### src/rtl/cpu_types_pkg.sv
// Shared CPU pipeline types for the hazard/stall controller.
// Provides the per-latch control encoding, the register index type,
// the four-latch control bundle and small helper functions.
package cpu_types_pkg;

    localparam int unsigned REG_W = 5;
    localparam int unsigned CNT_W = 16;

    typedef logic [REG_W-1:0] regbits_t;

    // Per-pipeline-latch command: advance, hold contents, or load a bubble
    typedef enum logic [1:0] {
        PIPE_ENABLE = 2'd0,
        PIPE_STALL  = 2'd1,
        PIPE_NOP    = 2'd2
    } pipe_state_t;

    // Control for the four pipeline latches, fetch side first
    typedef struct packed {
        pipe_state_t fd;
        pipe_state_t de;
        pipe_state_t em;
        pipe_state_t mw;
    } pipe_ctrl_t;

    function automatic pipe_ctrl_t pipe_ctrl(input pipe_state_t fd, input pipe_state_t de,
                                             input pipe_state_t em, input pipe_state_t mw);
        pipe_ctrl_t c;
        c.fd = fd;
        c.de = de;
        c.em = em;
        c.mw = mw;
        return c;
    endfunction

    // Increment that sticks at all-ones instead of wrapping
    function automatic logic [CNT_W-1:0] sat_inc(input logic [CNT_W-1:0] v);
        return (v == '1) ? v : v + CNT_W'(1);
    endfunction

endpackage

### src/rtl/pipeline_hazard_control_if.sv
// Interface bundling the hazard controller's pipeline-facing signals.
// slave  : the controller (takes hit/hazard inputs, drives latch control and counters)
// master : the pipeline side (drives hit/hazard inputs, observes control)
interface pipeline_hazard_control_if;
    import cpu_types_pkg::*;

    logic                ihit;
    logic                dhit;
    logic                m_dREN;
    logic                m_dWEN;
    logic                e_MemRead;
    regbits_t            e_regWSEL;
    regbits_t            d_rs;
    regbits_t            d_rt;
    logic                d_use_rs;
    logic                d_use_rt;
    logic                e_flush;
    logic                w_halt;

    pipe_state_t         fd_state;
    pipe_state_t         de_state;
    pipe_state_t         em_state;
    pipe_state_t         mw_state;
    logic                pc_en;
    logic                halt;
    logic [CNT_W-1:0]    stall_cnt;
    logic [CNT_W-1:0]    flush_cnt;

    modport master (
        output ihit, dhit, m_dREN, m_dWEN, e_MemRead, e_regWSEL, d_rs, d_rt,
               d_use_rs, d_use_rt, e_flush, w_halt,
        input  fd_state, de_state, em_state, mw_state, pc_en, halt, stall_cnt, flush_cnt
    );

    modport slave (
        input  ihit, dhit, m_dREN, m_dWEN, e_MemRead, e_regWSEL, d_rs, d_rt,
               d_use_rs, d_use_rt, e_flush, w_halt,
        output fd_state, de_state, em_state, mw_state, pc_en, halt, stall_cnt, flush_cnt
    );

endinterface

### src/rtl/hazard_detect.sv
// Load-use hazard compare between the load in EX and the sources read in DECODE.
// Ports: e_MemRead_i/e_regWSEL_i (EX load and destination), d_rs_i/d_rt_i with
// d_use_rs_i/d_use_rt_i (DECODE sources actually read), load_use_o (hazard present).
module hazard_detect
    import cpu_types_pkg::*;
(
    input  logic     e_MemRead_i,
    input  regbits_t e_regWSEL_i,
    input  regbits_t d_rs_i,
    input  regbits_t d_rt_i,
    input  logic     d_use_rs_i,
    input  logic     d_use_rt_i,
    output logic     load_use_o
);

    // Register 0 is hardwired, so a load targeting it never creates a dependency
    assign load_use_o = e_MemRead_i && (e_regWSEL_i != '0) &&
                        ((d_use_rs_i && (d_rs_i == e_regWSEL_i)) ||
                         (d_use_rt_i && (d_rt_i == e_regWSEL_i)));

endmodule

### src/rtl/pipeline_hazard_control.sv
// Pipeline hazard controller: chooses per-latch enable/stall/bubble commands and
// the PC enable from data-memory waits, load-use hazards, EX-resolved flushes,
// instruction-fetch misses and halt; counts stall and flush cycles.
// Ports: CLK, nRST (synchronous active-low), hif (slave side of the pipeline interface).
// Latch control, pc_en and halt are combinational from state and inputs; counters are registered.
module pipeline_hazard_control
    import cpu_types_pkg::*;
(
    input  logic                      CLK,
    input  logic                      nRST,
    pipeline_hazard_control_if.slave  hif
);

    typedef enum logic [1:0] {
        RUN    = 2'd0,
        DWAIT  = 2'd1,
        HALTED = 2'd2
    } hz_state_t;

    hz_state_t        state_q, state_d;
    logic [CNT_W-1:0] stall_q, stall_d;
    logic [CNT_W-1:0] flush_q, flush_d;

    pipe_ctrl_t       ctrl_c;
    logic             pc_en_c;
    logic             halt_c;
    logic             flush_sel_c;
    logic             load_use_c;
    logic             mem_pending_c;

    hazard_detect u_hazard_detect (
        .e_MemRead_i (hif.e_MemRead),
        .e_regWSEL_i (hif.e_regWSEL),
        .d_rs_i      (hif.d_rs),
        .d_rt_i      (hif.d_rt),
        .d_use_rs_i  (hif.d_use_rs),
        .d_use_rt_i  (hif.d_use_rt),
        .load_use_o  (load_use_c)
    );

    assign mem_pending_c = (hif.m_dREN || hif.m_dWEN) && !hif.dhit;

    // State and counter registers
    always_ff @(posedge CLK) begin
        if (!nRST) begin
            state_q <= RUN;
            stall_q <= '0;
            flush_q <= '0;
        end else begin
            state_q <= state_d;
            stall_q <= stall_d;
            flush_q <= flush_d;
        end
    end

    // Next state and latch control; flush outranks load-use because EX advances and
    // a deferred flush would be lost
    always_comb begin
        state_d     = state_q;
        ctrl_c      = pipe_ctrl(PIPE_ENABLE, PIPE_ENABLE, PIPE_ENABLE, PIPE_ENABLE);
        pc_en_c     = 1'b1;
        halt_c      = 1'b0;
        flush_sel_c = 1'b0;

        if (!nRST) begin
            ctrl_c  = pipe_ctrl(PIPE_STALL, PIPE_STALL, PIPE_STALL, PIPE_STALL);
            pc_en_c = 1'b0;
            state_d = RUN;
        end else if (state_q == HALTED) begin
            ctrl_c  = pipe_ctrl(PIPE_STALL, PIPE_STALL, PIPE_STALL, PIPE_STALL);
            pc_en_c = 1'b0;
            halt_c  = 1'b1;
        end else begin
            if (mem_pending_c) begin
                // Hold everything up to MEM; bubble into WB while dmem is busy
                ctrl_c  = pipe_ctrl(PIPE_STALL, PIPE_STALL, PIPE_STALL, PIPE_NOP);
                pc_en_c = 1'b0;
            end else if (hif.e_flush) begin
                // PC loads the branch target even on an imem miss
                ctrl_c      = pipe_ctrl(PIPE_NOP, PIPE_NOP, PIPE_ENABLE, PIPE_ENABLE);
                flush_sel_c = 1'b1;
            end else if (load_use_c) begin
                ctrl_c  = pipe_ctrl(PIPE_STALL, PIPE_NOP, PIPE_ENABLE, PIPE_ENABLE);
                pc_en_c = 1'b0;
            end else if (!hif.ihit) begin
                ctrl_c  = pipe_ctrl(PIPE_NOP, PIPE_ENABLE, PIPE_ENABLE, PIPE_ENABLE);
                pc_en_c = 1'b0;
            end

            if (hif.w_halt) begin
                state_d = HALTED;
            end else if (mem_pending_c) begin
                state_d = DWAIT;
            end else begin
                state_d = RUN;
            end
        end
    end

    // Saturating event counters; frozen once halted
    always_comb begin
        stall_d = stall_q;
        flush_d = flush_q;
        if (!pc_en_c && (state_q != HALTED)) begin
            stall_d = sat_inc(stall_q);
        end
        if (flush_sel_c) begin
            flush_d = sat_inc(flush_q);
        end
    end

    assign hif.fd_state  = ctrl_c.fd;
    assign hif.de_state  = ctrl_c.de;
    assign hif.em_state  = ctrl_c.em;
    assign hif.mw_state  = ctrl_c.mw;
    assign hif.pc_en     = pc_en_c;
    assign hif.halt      = halt_c;
    assign hif.stall_cnt = stall_q;
    assign hif.flush_cnt = flush_q;

endmodule

### src/flat_wrapper.sv
// flat-port wrapper written by rule: the top's interface ports become plain ports
module pipeline_hazard_control_flat import cpu_types_pkg::*;
  (CLK, nRST, hif_ihit, hif_dhit, hif_m_dREN, hif_m_dWEN, hif_e_MemRead, hif_e_regWSEL, hif_d_rs, hif_d_rt, hif_d_use_rs, hif_d_use_rt, hif_e_flush, hif_w_halt, hif_fd_state, hif_de_state, hif_em_state, hif_mw_state, hif_pc_en, hif_halt, hif_stall_cnt, hif_flush_cnt);
  pipeline_hazard_control_if hif_i ();
  input  logic CLK;
  input  logic nRST;
  input wire logic [$bits(hif_i.ihit)-1:0] hif_ihit;
  input wire logic [$bits(hif_i.dhit)-1:0] hif_dhit;
  input wire logic [$bits(hif_i.m_dREN)-1:0] hif_m_dREN;
  input wire logic [$bits(hif_i.m_dWEN)-1:0] hif_m_dWEN;
  input wire logic [$bits(hif_i.e_MemRead)-1:0] hif_e_MemRead;
  input wire logic [$bits(hif_i.e_regWSEL)-1:0] hif_e_regWSEL;
  input wire logic [$bits(hif_i.d_rs)-1:0] hif_d_rs;
  input wire logic [$bits(hif_i.d_rt)-1:0] hif_d_rt;
  input wire logic [$bits(hif_i.d_use_rs)-1:0] hif_d_use_rs;
  input wire logic [$bits(hif_i.d_use_rt)-1:0] hif_d_use_rt;
  input wire logic [$bits(hif_i.e_flush)-1:0] hif_e_flush;
  input wire logic [$bits(hif_i.w_halt)-1:0] hif_w_halt;
  output wire logic [$bits(hif_i.fd_state)-1:0] hif_fd_state;
  output wire logic [$bits(hif_i.de_state)-1:0] hif_de_state;
  output wire logic [$bits(hif_i.em_state)-1:0] hif_em_state;
  output wire logic [$bits(hif_i.mw_state)-1:0] hif_mw_state;
  output wire logic [$bits(hif_i.pc_en)-1:0] hif_pc_en;
  output wire logic [$bits(hif_i.halt)-1:0] hif_halt;
  output wire logic [$bits(hif_i.stall_cnt)-1:0] hif_stall_cnt;
  output wire logic [$bits(hif_i.flush_cnt)-1:0] hif_flush_cnt;
  assign hif_i.ihit = hif_ihit;
  assign hif_i.dhit = hif_dhit;
  assign hif_i.m_dREN = hif_m_dREN;
  assign hif_i.m_dWEN = hif_m_dWEN;
  assign hif_i.e_MemRead = hif_e_MemRead;
  assign hif_i.e_regWSEL = hif_e_regWSEL;
  assign hif_i.d_rs = hif_d_rs;
  assign hif_i.d_rt = hif_d_rt;
  assign hif_i.d_use_rs = hif_d_use_rs;
  assign hif_i.d_use_rt = hif_d_use_rt;
  assign hif_i.e_flush = hif_e_flush;
  assign hif_i.w_halt = hif_w_halt;
  assign hif_fd_state = hif_i.fd_state;
  assign hif_de_state = hif_i.de_state;
  assign hif_em_state = hif_i.em_state;
  assign hif_mw_state = hif_i.mw_state;
  assign hif_pc_en = hif_i.pc_en;
  assign hif_halt = hif_i.halt;
  assign hif_stall_cnt = hif_i.stall_cnt;
  assign hif_flush_cnt = hif_i.flush_cnt;
  pipeline_hazard_control u_core (.CLK(CLK), .nRST(nRST), .hif(hif_i));
endmodule
### config.mk
export PLATFORM = sky130hd
export DESIGN_NAME = pipeline_hazard_control_flat
export DESIGN_NICKNAME = d
export VERILOG_FILES = /design/src/rtl/cpu_types_pkg.sv /design/src/rtl/pipeline_hazard_control_if.sv /design/src/rtl/hazard_detect.sv /design/src/rtl/pipeline_hazard_control.sv /design/src/flat_wrapper.sv
export SDC_FILE = /design/constraint.sdc
export NUM_CORES = 1
export LEC_CHECK = 0
export ABC_AREA = 1
export CAP_MARGIN = 20
export CORE_ASPECT_RATIO = 0.8
export CORE_MARGIN = 10
export CORE_UTILIZATION = 34
export CTS_CLUSTER_SIZE = 30
export DETAILED_ROUTE_END_ITERATION = 8
export GPL_TIMING_DRIVEN = 1
export MAX_ROUTING_LAYER = met4
export PLACE_DENSITY = 0.7
export SYNTH_ARGS = -nofsm -noshare
export SYNTH_HDL_FRONTEND = slang
export SYNTH_SLANG_ARGS = --single-unit
### constraint.sdc
create_clock -name CLK -period 2.2 [get_ports CLK]
set_input_delay 0.55 -clock CLK [delete_from_list [all_inputs] [get_ports CLK]]
set_output_delay 0.55 -clock CLK [all_outputs]
set_load 0.1 [all_outputs]
---- Word level (Yosys, flattened, before mapping) ----
Index checks and enable logic that the tools add are counted.
Widths: inputs -> output; s select.
operators by class
  add/sub/neg operators ................... 2
  eq/ne operators ......................... 6
  muxes and demuxes ....................... 20
  bitwise operators ....................... 2
  reductions and logical operators ........ 13
operator list
  cell                   count
  $mux 8                 6
  $add 16x1->16 const B  2
  $eq 16x16->1 const B   2
  $mux 1                 13
  $eq 5x5->1             2
  $logic_and 1x1->1      6
  $reduce_bool 5->1      1
  $reduce_and 2->1       2
  $eq 2x2->1 const B     1
  $logic_not 1->1        2
  $logic_or 1x1->1       2
  $mux 2                 1
  $ne 2x2->1 const B     1
  $not 1->1              2
storage, ports and cells
  register bits after elaboration ......... 34
  output and inout port bits .............. 42
  logic and storage cells ................. 46

---- Logic depth before layout (Yosys ltp) ----
  depth in word-level cells ............... 12
  depth in mapped cells ................... 12

---- Cells and area by module ----
Synthesis repeated with hierarchy kept, for this count alone.
second synthesis, totals
  cell total of the unflattened synthesis .. 382
  area, all modules ....................... 2,248.4 µm²
by module, submodules not included
  module                   instances  cells an instance  area each (µm²)
  pipeline_hazard_control  1          328                2,031.9
  hazard_detect            1          54                 216.5

---- Worst setup path after synthesis ----
No wires, ideal clock.
  path type ............................... input port to output port
  from .................................... input hif_m_dWEN
  to ...................................... output hif_fd_state[1]
  arrival time ............................ 3.887 ns
  path slack .............................. -2.237 ns
  cell stages on the path ................. 5
  buffers on the path ..................... 0
  cells stage by stage .................... o21bai_2 > nand3_2 > inv_1 > nand2_1 > a21oi_1
on the way
  cells in the longest elaborated chain, start to end .. 5
ends and longest elaborated chain
  element            line                           source
  start, declared    flat_wrapper.sv:10             input wire logic [$bits(hif_i.m_dWEN)-1:0] hif_m_dWEN;
  $logic_or 1x1->1   pipeline_hazard_control.sv:41  assign mem_pending_c = (hif.m_dREN || hif.m_dWEN) && !hif.dhit;
  $logic_and 1x1->1  pipeline_hazard_control.sv:41
  $mux 8             pipeline_hazard_control.sv:74  if (mem_pending_c) begin
  $mux 8             pipeline_hazard_control.sv:69  end else if (state_q == HALTED) begin
  $mux 8             pipeline_hazard_control.sv:65  if (!nRST) begin
  end, declared      flat_wrapper.sv:19             output wire logic [$bits(hif_i.fd_state)-1:0] hif_fd_state;
No other way between the ends.

---- Worst setup path in the final report ----
  from .................................... input hif_d_use_rs
  to ...................................... output hif_pc_en
on the way
  cells in the longest elaborated chain, start to end .. 8
ends and longest elaborated chain
  element            line                           source
  start, declared    flat_wrapper.sv:15             input wire logic [$bits(hif_i.d_use_rs)-1:0] hif_d_use_rs;
  $logic_and 1x1->1  hazard_detect.sv:18            ((d_use_rs_i && (d_rs_i == e_regWSEL_i)) ||
  $logic_or 1x1->1   hazard_detect.sv:18
  $logic_and 1x1->1  hazard_detect.sv:17            assign load_use_o = e_MemRead_i && (e_regWSEL_i != '0) &&
  $mux 1             pipeline_hazard_control.sv:82  end else if (load_use_c) begin
  $mux 1             pipeline_hazard_control.sv:78  end else if (hif.e_flush) begin
  $mux 1             pipeline_hazard_control.sv:74
  $mux 1             pipeline_hazard_control.sv:69
  $mux 1             pipeline_hazard_control.sv:65
  end, declared      flat_wrapper.sv:23             output wire logic [$bits(hif_i.pc_en)-1:0] hif_pc_en;
No other way between the ends.

==> impl_metrics.tcl <==
set metrics [dict create \
    grt_max_degree 24 \
    required_ns 1.65 \
    cp-end-kind "primary output" \
    routedWlPerCell_um 13.1 \
    hpwl_um 5050 \
    grt_pass1_vias 2307 \
    synth_warnings 0 \
    dp_slack_ns -0.418 \
    critical_path.cell_chain "clkdlybuf4s15_1, nand2_1, nor2_1, nand3_1, nand2_2, nand3_4, nand3_4, clkinvlp_4, buf_12" \
    cts_root_buf "clkbuf_8" \
    p_clk_share_pct 29.6 \
    min_period_over_period_pct 98.7 \
    final_common_cell "nand2_1" \
    path_class "input port to primary output" \
    nets 443 \
    rsz0062_at_grt "true" \
    power.density_nw_per_um2 450 \
    wirelength_um 6530 \
    startpoint_type "input port" \
    whs_ns 0.466 \
    vdd_drop_max_uv 195 \
    crit_path_max_fanout 2 \
    max_freq_mhz 461 \
    slowest_stage "buf_12" \
    p_int_uw 989 \
    ant_nets 0 \
    via_per_inst 4.81 \
    utilization_pct 52.0 \
    skew_ns 0.00673 \
    die_w_um 111 \
    drt_pre_antenna_iters 4 \
    p_switching_uw 505 \
    clkLatencyLatePin_ns 0.29 \
    dr_total_vias 2398 \
    finalHoldViolCount 0 \
    core_um2 6380 \
    n_antenna_cell 0 \
    slew_viol_final 0 \
    yosysSeqAreaShare_pct 30.5 \
    comb_power_share_pct 27.8 \
    clock_sinks 34 \
    htreeDepth 2 \
    grtUsageTotal_pct 12.8 \
    min_path_type "flop to flop" \
    syn_avg_cell_area_um2 6.71 \
    run_status "finished, final reports clean" \
    synth_fp_nets 360 \
    ys_types 39 \
    io_buffers 66 \
    max_cap_viol_count 0 \
    cts_tree "built" \
    clkTransAtPathRegs_ns 0.06 \
    cp_common_cell "nand3_4" \
    drtIter0Drc 103 \
    critPathTopFamily "simple AND/OR/NAND/NOR gates" \
    arrival_ns 1.62 \
    boundaryPins 68 \
    gr-total-overflow 0 \
    rows 26 \
    path_buf_inv 3 \
    globalplace.congestion 0.877 \
    total_power_uw 1490 \
    die_h_um 92.4 \
    layout-drive-gt1-share_pct 34.9 \
    syn2layout_area_growth_pct 48.8 \
    final_cell_mix "76 x nand2_1, 48 x buf_4, 32 x inv_1" \
    setup_slack_ns 0.0286 \
    drc 0 \
    grt_pass1_wl_um 10900 \
    ys_seq_elements 34 \
    sequentialPowerShare_pct 42.5 \
    power_switching_share_pct 33.8 \
    synth_area_um2 2230 \
    setup_violations 0 \
    cts_buffers 5 \
    final.min_clock_period_ns 2.17 \
    start_util_pct 34.9 \
    cts_max_path_buffers 2 \
    max_stage_delay_ns 0.17 \
    synth_cells 332 \
    antenna_found_initial 0 \
    die_area_um2 10200 \
    place_area_um2 3200 \
    leakage_uw 0.00136 \
    final_area_um2 3320 \
    hold_buffers 0 \
]
-- cell usage after synthesis --
cell type  number  area, um^2
conb_1          1        3.75
buf_1           1        3.75
nor3_4          1        16.3
o21a_1          2        15.0
buf_2           4        20.0
a31o_2          1        8.76
nor4_4          1        21.3
dfxtp_1        34         681
nand3b_1        2        15.0
nor4_1          3        18.8
or2_1           2        12.5
or2_2           1        6.26
nand2_4         1        11.3
nand3_4         1        17.5
a31oi_4         1        21.3
o21ai_0         6        30.0
nor3_2          1        10.0
nand2_1        82         308
nand2_2         1        6.26
inv_2          11        41.3
nor3_1         10        50.1
nand4_1        10        62.6
nand3_2         4        40.0
buf_4           3        22.5
nor2_1         26        97.6
o21ai_1         1        5.00
nor2_2          5        31.3
xor2_1          9        78.8
a21oi_2         7        61.3
buf_6           2        22.5
o21bai_2        1        11.3
clkinv_2        1        5.00
ha_1            2        25.0
a21oi_1        24         120
xnor2_1         4        35.0
inv_1          35         131
clkbuf_1        1        3.75
a211oi_2        1        12.5
nand3_1        29         145
-- flip-flops by register name (all words and copies together), names as in the netlist --
signal / cells
u_core.hif.flush_cnt: 16
u_core.hif.stall_cnt: 16
u_core.state_q: 2
-- cells by family after synthesis --
group                      count (synthesis)  share of synthesized area (%)
adders and majority gates                  2                           1.12
and+or+nand+nor                          180                           39.0
DFF                                       34                           30.5
xor gates and xnor gates                  13                           5.11
other                                      1                          0.168
AOI/OAI and AO/OA                         44                           12.8
buffers and inverters                     58                           11.2
-- metal layers --
layer	part of all wire (%)	track usage, %	vias up
li1	-	-	1237
met1	49	16.6	1073
met2	43	18.3	84
met3	7.0	4.00	4
met4	0.87	3.90	0
met5	0	-	-
-- metrics by stage --
step / cells / TNS, ns
2_1_floorplan: 332 / -0.906
3_3_place_gp: 489 / -5.75
3_5_place_dp: 489 / -6.64
4_1_cts: 498 / 0
5_1_grt: 499 / -0.0903
6_report: 499 / 0
-- worst register-to-register path, delay by kind of cell, from the launching register on --
family	cells	cell delay (ns)
flops	1	0.35
buf+inv	1	0.23
fa+ha+maj	1	0.28
compound gates	2	0.54
simple gates	3	0.34
-- power groups by stage --
stage / registers (uW) / logic, uW / clock network, uW
floorplan: 697 / 209 / 0
global placement: 649 / 402 / 0
detailed placement: 649 / 406 / 0
CTS: 635 / 400 / 457
global route: 636 / 441 / 478
finish: 635 / 416 / 443
-- worst paths after layout --
kind | from | cells after the start | slack [ns] | end
worst min register to register | u_core.hif.flush_cnt[0] | 1 | 0.47 | u_core.hif.flush_cnt[0]
worst min-delay path | u_core.hif.flush_cnt[0] | 1 | 0.47 | u_core.hif.flush_cnt[0]
worst max register to register | u_core.hif.stall_cnt[0] | 7 | 0.38 | u_core.hif.stall_cnt[10]
worst max-delay path | hif_d_use_rs | 9 | 0.03 | hif_pc_en
-- what timing repair did --
action                     CTS  global route
gates resized for setup     72            25
cloned                       0             0
setup endpoints to repair   11             4
pin swaps                   27            16
setup buffers                2             1
-- area by class of cell --
type / count / area [um^2]
repair buffers: 87 / 852
well taps: 84 / 105
flip-flops and latches: 34 / 691
multi-input cells: 240 / 1400
inverters: 47 / 194
clock buffers: 7 / 76.3
fillers: 621 / 3060
Power figures use the tool's default switching activity.
